[src/rtl/otter_mem_arbiter_if.sv]
// Bus bundle between the OTTER fetch/data requesters, the shared memory port and the arbiter.
// The arbiter takes the slave view; requesters plus memory take the master view.
interface otter_mem_arbiter_if;
  logic        if_req;
  logic [31:0] if_addr;
  logic [31:0] if_rdata;
  logic        if_ack;
  logic        if_err;
  logic        dm_req;
  logic        dm_we;
  logic [1:0]  dm_size;
  logic [31:0] dm_addr;
  logic [31:0] dm_wdata;
  logic [31:0] dm_rdata;
  logic        dm_ack;
  logic        dm_err;
  logic        mem_req;
  logic        mem_we;
  logic [1:0]  mem_size;
  logic [31:0] mem_addr;
  logic [31:0] mem_wdata;
  logic [31:0] mem_rdata;
  logic        mem_ack;
  logic        busy;

  modport slave (
    input  if_req, if_addr, dm_req, dm_we, dm_size, dm_addr, dm_wdata, mem_rdata, mem_ack,
    output if_rdata, if_ack, if_err, dm_rdata, dm_ack, dm_err,
    output mem_req, mem_we, mem_size, mem_addr, mem_wdata, busy
  );

  modport master (
    output if_req, if_addr, dm_req, dm_we, dm_size, dm_addr, dm_wdata, mem_rdata, mem_ack,
    input  if_rdata, if_ack, if_err, dm_rdata, dm_ack, dm_err,
    input  mem_req, mem_we, mem_size, mem_addr, mem_wdata, busy
  );
endinterface

[src/rtl/otter_mem_arbiter.sv]
// Two-requester (fetch / data) arbiter for a single memory port, with DM priority,
// bounded IF starvation and a mem_ack timeout. Every output comes straight from a flop.
module otter_mem_arbiter #(
  parameter int unsigned STARVE_MAX = 2,
  parameter int unsigned TIMEOUT    = 255
) (
  input  logic             clk,
  input  logic             rst,
  otter_mem_arbiter_if.slave bus
);

  localparam int unsigned SW = (STARVE_MAX < 1) ? 1 : $clog2(STARVE_MAX + 1);
  localparam int unsigned WW = 8;
  localparam int unsigned DW = 32;

  typedef enum logic [1:0] {IDLE, GNT_IF, GNT_DM} state_e;

  state_e          state_q, state_d;
  logic            mem_req_q, mem_req_d;
  logic            mem_we_q, mem_we_d;
  logic [1:0]      mem_size_q, mem_size_d;
  logic [DW-1:0]   mem_addr_q, mem_addr_d;
  logic [DW-1:0]   mem_wdata_q, mem_wdata_d;
  logic [DW-1:0]   if_rdata_q, if_rdata_d;
  logic [DW-1:0]   dm_rdata_q, dm_rdata_d;
  logic            if_ack_q, if_ack_d;
  logic            if_err_q, if_err_d;
  logic            dm_ack_q, dm_ack_d;
  logic            dm_err_q, dm_err_d;
  logic            busy_q, busy_d;
  logic [SW-1:0]   starve_q, starve_d;
  logic [WW-1:0]   wait_q, wait_d;
  logic            pulse_out;
  logic            if_must_win;

  always_ff @(posedge clk or negedge rst) begin
    if (!rst) begin
      state_q     <= IDLE;
      mem_req_q   <= 1'b0;
      mem_we_q    <= 1'b0;
      mem_size_q  <= 2'b00;
      mem_addr_q  <= '0;
      mem_wdata_q <= '0;
      if_rdata_q  <= '0;
      dm_rdata_q  <= '0;
      if_ack_q    <= 1'b0;
      if_err_q    <= 1'b0;
      dm_ack_q    <= 1'b0;
      dm_err_q    <= 1'b0;
      busy_q      <= 1'b0;
      starve_q    <= '0;
      wait_q      <= '0;
    end else begin
      state_q     <= state_d;
      mem_req_q   <= mem_req_d;
      mem_we_q    <= mem_we_d;
      mem_size_q  <= mem_size_d;
      mem_addr_q  <= mem_addr_d;
      mem_wdata_q <= mem_wdata_d;
      if_rdata_q  <= if_rdata_d;
      dm_rdata_q  <= dm_rdata_d;
      if_ack_q    <= if_ack_d;
      if_err_q    <= if_err_d;
      dm_ack_q    <= dm_ack_d;
      dm_err_q    <= dm_err_d;
      busy_q      <= busy_d;
      starve_q    <= starve_d;
      wait_q      <= wait_d;
    end
  end

  // An outstanding ack/err pulse means a requester may still be holding its old
  // request; arbitration pauses that cycle so the completed request is never re-granted.
  assign pulse_out   = if_ack_q | if_err_q | dm_ack_q | dm_err_q;
  assign if_must_win = bus.if_req && (starve_q == SW'(STARVE_MAX));

  always_comb begin
    state_d     = state_q;
    mem_req_d   = mem_req_q;
    mem_we_d    = mem_we_q;
    mem_size_d  = mem_size_q;
    mem_addr_d  = mem_addr_q;
    mem_wdata_d = mem_wdata_q;
    if_rdata_d  = if_rdata_q;
    dm_rdata_d  = dm_rdata_q;
    if_ack_d    = 1'b0;
    if_err_d    = 1'b0;
    dm_ack_d    = 1'b0;
    dm_err_d    = 1'b0;
    starve_d    = starve_q;
    wait_d      = wait_q;

    case (state_q)
      IDLE: begin
        if (!pulse_out) begin
          if (bus.dm_req && !if_must_win) begin
            state_d     = GNT_DM;
            mem_req_d   = 1'b1;
            mem_we_d    = bus.dm_we;
            mem_size_d  = bus.dm_size;
            mem_addr_d  = bus.dm_addr;
            mem_wdata_d = bus.dm_wdata;
            wait_d      = '0;
            if (!bus.if_req)                          starve_d = '0;
            else if (starve_q != SW'(STARVE_MAX))     starve_d = starve_q + SW'(1);
          end else if (bus.if_req) begin
            state_d     = GNT_IF;
            mem_req_d   = 1'b1;
            mem_we_d    = 1'b0;
            mem_size_d  = 2'b10;
            mem_addr_d  = bus.if_addr;
            mem_wdata_d = '0;
            wait_d      = '0;
            starve_d    = '0;
          end
        end
      end
      GNT_IF, GNT_DM: begin
        if (bus.mem_ack) begin
          state_d   = IDLE;
          mem_req_d = 1'b0;
          if (state_q == GNT_IF) begin
            if_ack_d   = 1'b1;
            if_rdata_d = bus.mem_rdata;
          end else begin
            dm_ack_d = 1'b1;
            if (!mem_we_q) dm_rdata_d = bus.mem_rdata;
          end
        end else if (wait_q == WW'(TIMEOUT - 1)) begin
          // Abort: report ack+err together and leave the read data untouched.
          state_d   = IDLE;
          mem_req_d = 1'b0;
          if (state_q == GNT_IF) begin
            if_ack_d = 1'b1;
            if_err_d = 1'b1;
          end else begin
            dm_ack_d = 1'b1;
            dm_err_d = 1'b1;
          end
        end else begin
          wait_d = wait_q + WW'(1);
        end
      end
      default: state_d = IDLE;
    endcase

    busy_d = (state_d != IDLE);
  end

  assign bus.mem_req   = mem_req_q;
  assign bus.mem_we    = mem_we_q;
  assign bus.mem_size  = mem_size_q;
  assign bus.mem_addr  = mem_addr_q;
  assign bus.mem_wdata = mem_wdata_q;
  assign bus.if_rdata  = if_rdata_q;
  assign bus.dm_rdata  = dm_rdata_q;
  assign bus.if_ack    = if_ack_q;
  assign bus.if_err    = if_err_q;
  assign bus.dm_ack    = dm_ack_q;
  assign bus.dm_err    = dm_err_q;
  assign bus.busy      = busy_q;

endmodule
[src/flat_wrapper.sv]
// flat-port wrapper written by rule: the top's interface ports become plain ports
module otter_mem_arbiter_flat 
#(
  parameter int unsigned STARVE_MAX = 2,
  parameter int unsigned TIMEOUT    = 255
)
  (clk, rst, bus_if_req, bus_if_addr, bus_dm_req, bus_dm_we, bus_dm_size, bus_dm_addr, bus_dm_wdata, bus_mem_rdata, bus_mem_ack, bus_if_rdata, bus_if_ack, bus_if_err, bus_dm_rdata, bus_dm_ack, bus_dm_err, bus_mem_req, bus_mem_we, bus_mem_size, bus_mem_addr, bus_mem_wdata, bus_busy);
  otter_mem_arbiter_if bus_i ();
  input  logic clk;
  input  logic rst;
  input wire logic [$bits(bus_i.if_req)-1:0] bus_if_req;
  input wire logic [$bits(bus_i.if_addr)-1:0] bus_if_addr;
  input wire logic [$bits(bus_i.dm_req)-1:0] bus_dm_req;
  input wire logic [$bits(bus_i.dm_we)-1:0] bus_dm_we;
  input wire logic [$bits(bus_i.dm_size)-1:0] bus_dm_size;
  input wire logic [$bits(bus_i.dm_addr)-1:0] bus_dm_addr;
  input wire logic [$bits(bus_i.dm_wdata)-1:0] bus_dm_wdata;
  input wire logic [$bits(bus_i.mem_rdata)-1:0] bus_mem_rdata;
  input wire logic [$bits(bus_i.mem_ack)-1:0] bus_mem_ack;
  output wire logic [$bits(bus_i.if_rdata)-1:0] bus_if_rdata;
  output wire logic [$bits(bus_i.if_ack)-1:0] bus_if_ack;
  output wire logic [$bits(bus_i.if_err)-1:0] bus_if_err;
  output wire logic [$bits(bus_i.dm_rdata)-1:0] bus_dm_rdata;
  output wire logic [$bits(bus_i.dm_ack)-1:0] bus_dm_ack;
  output wire logic [$bits(bus_i.dm_err)-1:0] bus_dm_err;
  output wire logic [$bits(bus_i.mem_req)-1:0] bus_mem_req;
  output wire logic [$bits(bus_i.mem_we)-1:0] bus_mem_we;
  output wire logic [$bits(bus_i.mem_size)-1:0] bus_mem_size;
  output wire logic [$bits(bus_i.mem_addr)-1:0] bus_mem_addr;
  output wire logic [$bits(bus_i.mem_wdata)-1:0] bus_mem_wdata;
  output wire logic [$bits(bus_i.busy)-1:0] bus_busy;
  assign bus_i.if_req = bus_if_req;
  assign bus_i.if_addr = bus_if_addr;
  assign bus_i.dm_req = bus_dm_req;
  assign bus_i.dm_we = bus_dm_we;
  assign bus_i.dm_size = bus_dm_size;
  assign bus_i.dm_addr = bus_dm_addr;
  assign bus_i.dm_wdata = bus_dm_wdata;
  assign bus_i.mem_rdata = bus_mem_rdata;
  assign bus_i.mem_ack = bus_mem_ack;
  assign bus_if_rdata = bus_i.if_rdata;
  assign bus_if_ack = bus_i.if_ack;
  assign bus_if_err = bus_i.if_err;
  assign bus_dm_rdata = bus_i.dm_rdata;
  assign bus_dm_ack = bus_i.dm_ack;
  assign bus_dm_err = bus_i.dm_err;
  assign bus_mem_req = bus_i.mem_req;
  assign bus_mem_we = bus_i.mem_we;
  assign bus_mem_size = bus_i.mem_size;
  assign bus_mem_addr = bus_i.mem_addr;
  assign bus_mem_wdata = bus_i.mem_wdata;
  assign bus_busy = bus_i.busy;
  otter_mem_arbiter #(.STARVE_MAX(STARVE_MAX), .TIMEOUT(TIMEOUT)) u_core (.clk(clk), .rst(rst), .bus(bus_i));
endmodule
[config.mk]
export PLATFORM = sky130hd
export DESIGN_NAME = otter_mem_arbiter_flat
export DESIGN_NICKNAME = d
export VERILOG_FILES = /design/src/rtl/otter_mem_arbiter_if.sv /design/src/rtl/otter_mem_arbiter.sv /design/src/flat_wrapper.sv
export SDC_FILE = /design/constraint.sdc
export NUM_CORES = 1
export LEC_CHECK = 0
export BUFFER_PORTS_ARGS = -buffer_cell sky130_fd_sc_hd__buf_4
export CAP_MARGIN = 20
export CELL_PAD_IN_SITES_DETAIL_PLACEMENT = 0
export CELL_PAD_IN_SITES_GLOBAL_PLACEMENT = 1
export CORE_MARGIN = 1
export CORE_UTILIZATION = 39
export DETAILED_ROUTE_END_ITERATION = 16
export PLACE_DENSITY_LB_ADDON = 0.1
export RECOVER_POWER = 25
export SLEW_MARGIN = 0
export SYNTH_ARGS = -nofsm -noshare
export SYNTH_HDL_FRONTEND = slang
export SYNTH_SLANG_ARGS = --single-unit
[constraint.sdc]
create_clock -name clk -period 5.04 [get_ports clk]
set_clock_uncertainty 0.1 [all_clocks]
set_input_delay 0 -clock clk [delete_from_list [all_inputs] [get_ports clk]]
set_output_delay 0 -clock clk [all_outputs]
set_load 0.1 [all_outputs]
==> flow_summary.ini <==
[outcome]
status = finished with violations
failed_checks = max-capacitance violations, max-slew violations

[final_layout]
multiInputGateArea_sq_um = 2380
diodes = 0
seqCellArea_sq_um = 3730
final_nets = 1097
final_core_util = 0.671
drive_gt1_frac = 0.388
syn_to_final_growth_pct = 68.4
nFillCells = 1182

[clocking]
cts_num_sinks = 149
cts_setup_buffers = 0
cts_buffer_depth = 2
htree_levels = 4
clkLatencyLatePin_ns = 0.41
cts_tree = yes
cts_made_buffers = 17
clk_pin_slew_worst_paths_ns = 0.06
cts_resized = 0
cts_root_buffer = clkbuf_16

[floorplanning]
die-area_sq_um = 16700
die_width_microns = 129
initial_core_util = 0.398
row_count = 46
pin_count = 273
core_sq_um = 15800
dieHeight_microns = 129

[detailed_routing]
ant_nets = 0
wl_per_cell_microns = 15.7
drcViolationCount = 0
viasPerCell = 4.75
vias = 5621
drt_iter0_markers = 274
drt_pre_antenna_iters = 5
routed_wl_microns = 18600

[grt]
grt_max_degree = 103
gr-total-overflow = 0
antenna_found_initial = 0
grt_pass1_wl_microns = 28800
grt.total_usage = 0.225
grt_pass1_vias = 5784

[critical_path]
cpMaxStageDelayCell = buf_4
r2r_start = u_core.starve_q[0]$_DFFE_PN0P_
cpPeakStageDelay_ns = 0.70
worstSetupEndpointType = flop
cp.arrival_ns = 3.31
start_kind = flop
crit_fanout = 47
startpoint = u_core.starve_q[0]$_DFFE_PN0P_
crit_chain = inv_1 > ha_1 > a21boi_4 > buf_4 > mux2i_1 > dlygate4sd3_1 > o21ai_2
critPathKind = flop to flop
required_ns = 5.24

[synth]
synth_ff_type = dfrtp_1
synth_top_area_frac = 0.591
synth.yosys.seq_area_share = 0.591
yosys-top-cells-count = dfrtp_1 (149), nand2_1 (107), mux2_2 (62)
synth_top_cell_by_area = dfrtp_1
syn_nets = 674
synthCells = 532
synth_seq_cells = 149
synth_area_sq_um = 6310
synth_edf_count = 0
yosysMostFrequentCell = dfrtp_1
yosys_warnings = 0
yosys-top-cells-area = dfrtp_1 (59%), mux2_2 (11%), nand2_1 (6.4%)
netlist-cell-type-count = 41
avgSynthCellArea_sq_um = 11.9
async_reset_ff_frac = 1.00

[sta]
fmax_mhz = 321
hold_viol = 0
timing.setup.tns_ns = 0
relSlewSlack = -0.560
final_max_slew_viol_count = 95
rsz0062_at_grt = false
holdWs_ns = 0.0713
tightestPinTransition_ns = 2.34
finalCritPeriodShare = 0.618
setup_viol = 0
min_period_ns = 3.12

[place]
place_hpwl_microns = 12100
place_congestion = 0.824
port_buffers = 272

[job]
maxCapViolCount = 1

[worst_hold_path]
hp-class = input port to flop
holdCritStartpoint = bus_dm_req
-- layout by cell type (no fill, tap or decap), types with 3 or more instances in the layout --
master,synthesis,final
a21oi_1,8,8
a31oi_1,3,3
buf_4,3,259
bufinv_16,0,3
clkbuf_1,8,16
clkbuf_16,0,17
clkinv_2,0,3
clkinv_4,0,3
dfrtp_1,149,149
dlygate4sd3_1,0,157
ha_1,6,6
inv_1,8,8
inv_6,0,4
mux2_2,62,62
mux2i_1,33,33
nand2_1,107,107
nand3_1,41,40
nor2_1,7,6
nor3_1,3,3
o21ai_0,8,8
o21ai_1,22,22
o21ai_2,14,14
-- routing by layer --
layer  GRT usage  wire [microns]  vias up
met2       0.398            9680      181
met3      0.0533            1020       27
li1            -               -     2693
met5           0               0        -
met4      0.0858             373        0
met1       0.264            7570     2720
-- worst paths after layout --
check / to / slack [ns] / depth (start not counted)
min in group asynchronous: u_core.bus.if_rdata[6]$_DFFE_PN0P_ / 0.73 / 2
min: u_core.starve_q[1]$_DFFE_PN0P_ / 0.07 / 4
max in group asynchronous: u_core.bus.mem_wdata[19]$_DFFE_PN0P_ / 2.33 / 3
max: u_core.bus.mem_addr[23]$_DFFE_PN0P_ / 1.92 / 7
max reg2reg: u_core.bus.mem_addr[23]$_DFFE_PN0P_ / 1.92 / 7
min reg2reg: u_core.bus.mem_wdata[29]$_DFFE_PN0P_ / 0.37 / 2
-- cells by family after synthesis --
group	Yosys count	synth area share
adders and majority gates	6	0.0119
muxes	97	0.167
DFF	149	0.591
buffers and inverters	37	0.0355
and+or+nand+nor	174	0.123
AOI/OAI and AO/OA	69	0.0714
-- sequential cells by signal, summed over array words and instances (netlist names) --
name,count
u_core.bus.dm_rdata,32
u_core.bus.if_rdata,32
u_core.bus.mem_addr,32
u_core.bus.mem_wdata,32
u_core.wait_q,8
u_core.bus.mem_size,2
u_core.starve_q,2
u_core.state_q,2
u_core.bus.busy,1
u_core.bus.dm_ack,1
u_core.bus.dm_err,1
u_core.bus.if_ack,1
u_core.bus.if_err,1
u_core.bus.mem_req,1
u_core.bus.mem_we,1
-- worst max-delay path, delay by kind of cell, from the launching register on --
family                   cells  cell delay (ns)
AO/OA/AOI/OAI                2             0.60
buffers and inverters        3             1.36
flip-flops                   1             0.36
adder cells (fa/ha/maj)      1             0.22
multiplexers                 1             0.28
-- what timing repair did --
item | 4_1_cts | 5_1_grt
hold buffers | 157 | 0
endpoints found under the setup margin | 0 | 0
hold endpoints to repair | 236 | 0
-- cell type report --
class | count | share of cell area
timing repair buffer | 433 | 0.340
tap | 216 | 0.0255
clock buffer | 18 | 0.0404
inverter | 8 | 0.00283
multi-input combinational | 346 | 0.224
clock inverter | 14 | 0.0164
sequential | 149 | 0.351
-- per-stage QoR --
step           instances  area, sq um  setup slack (ns)
2_1_floorplan        532         6310              2.71
3_3_place_gp         994         8480              2.49
3_5_place_dp         994         8480              2.41
4_1_cts             1183        10700              1.93
5_1_grt             1184        10600              1.73
6_report            1184        10600              1.92
Power is left out: the tool's default activity adds up to more than one toggle a clock period on the data nets, which glitch-free logic cannot reach.
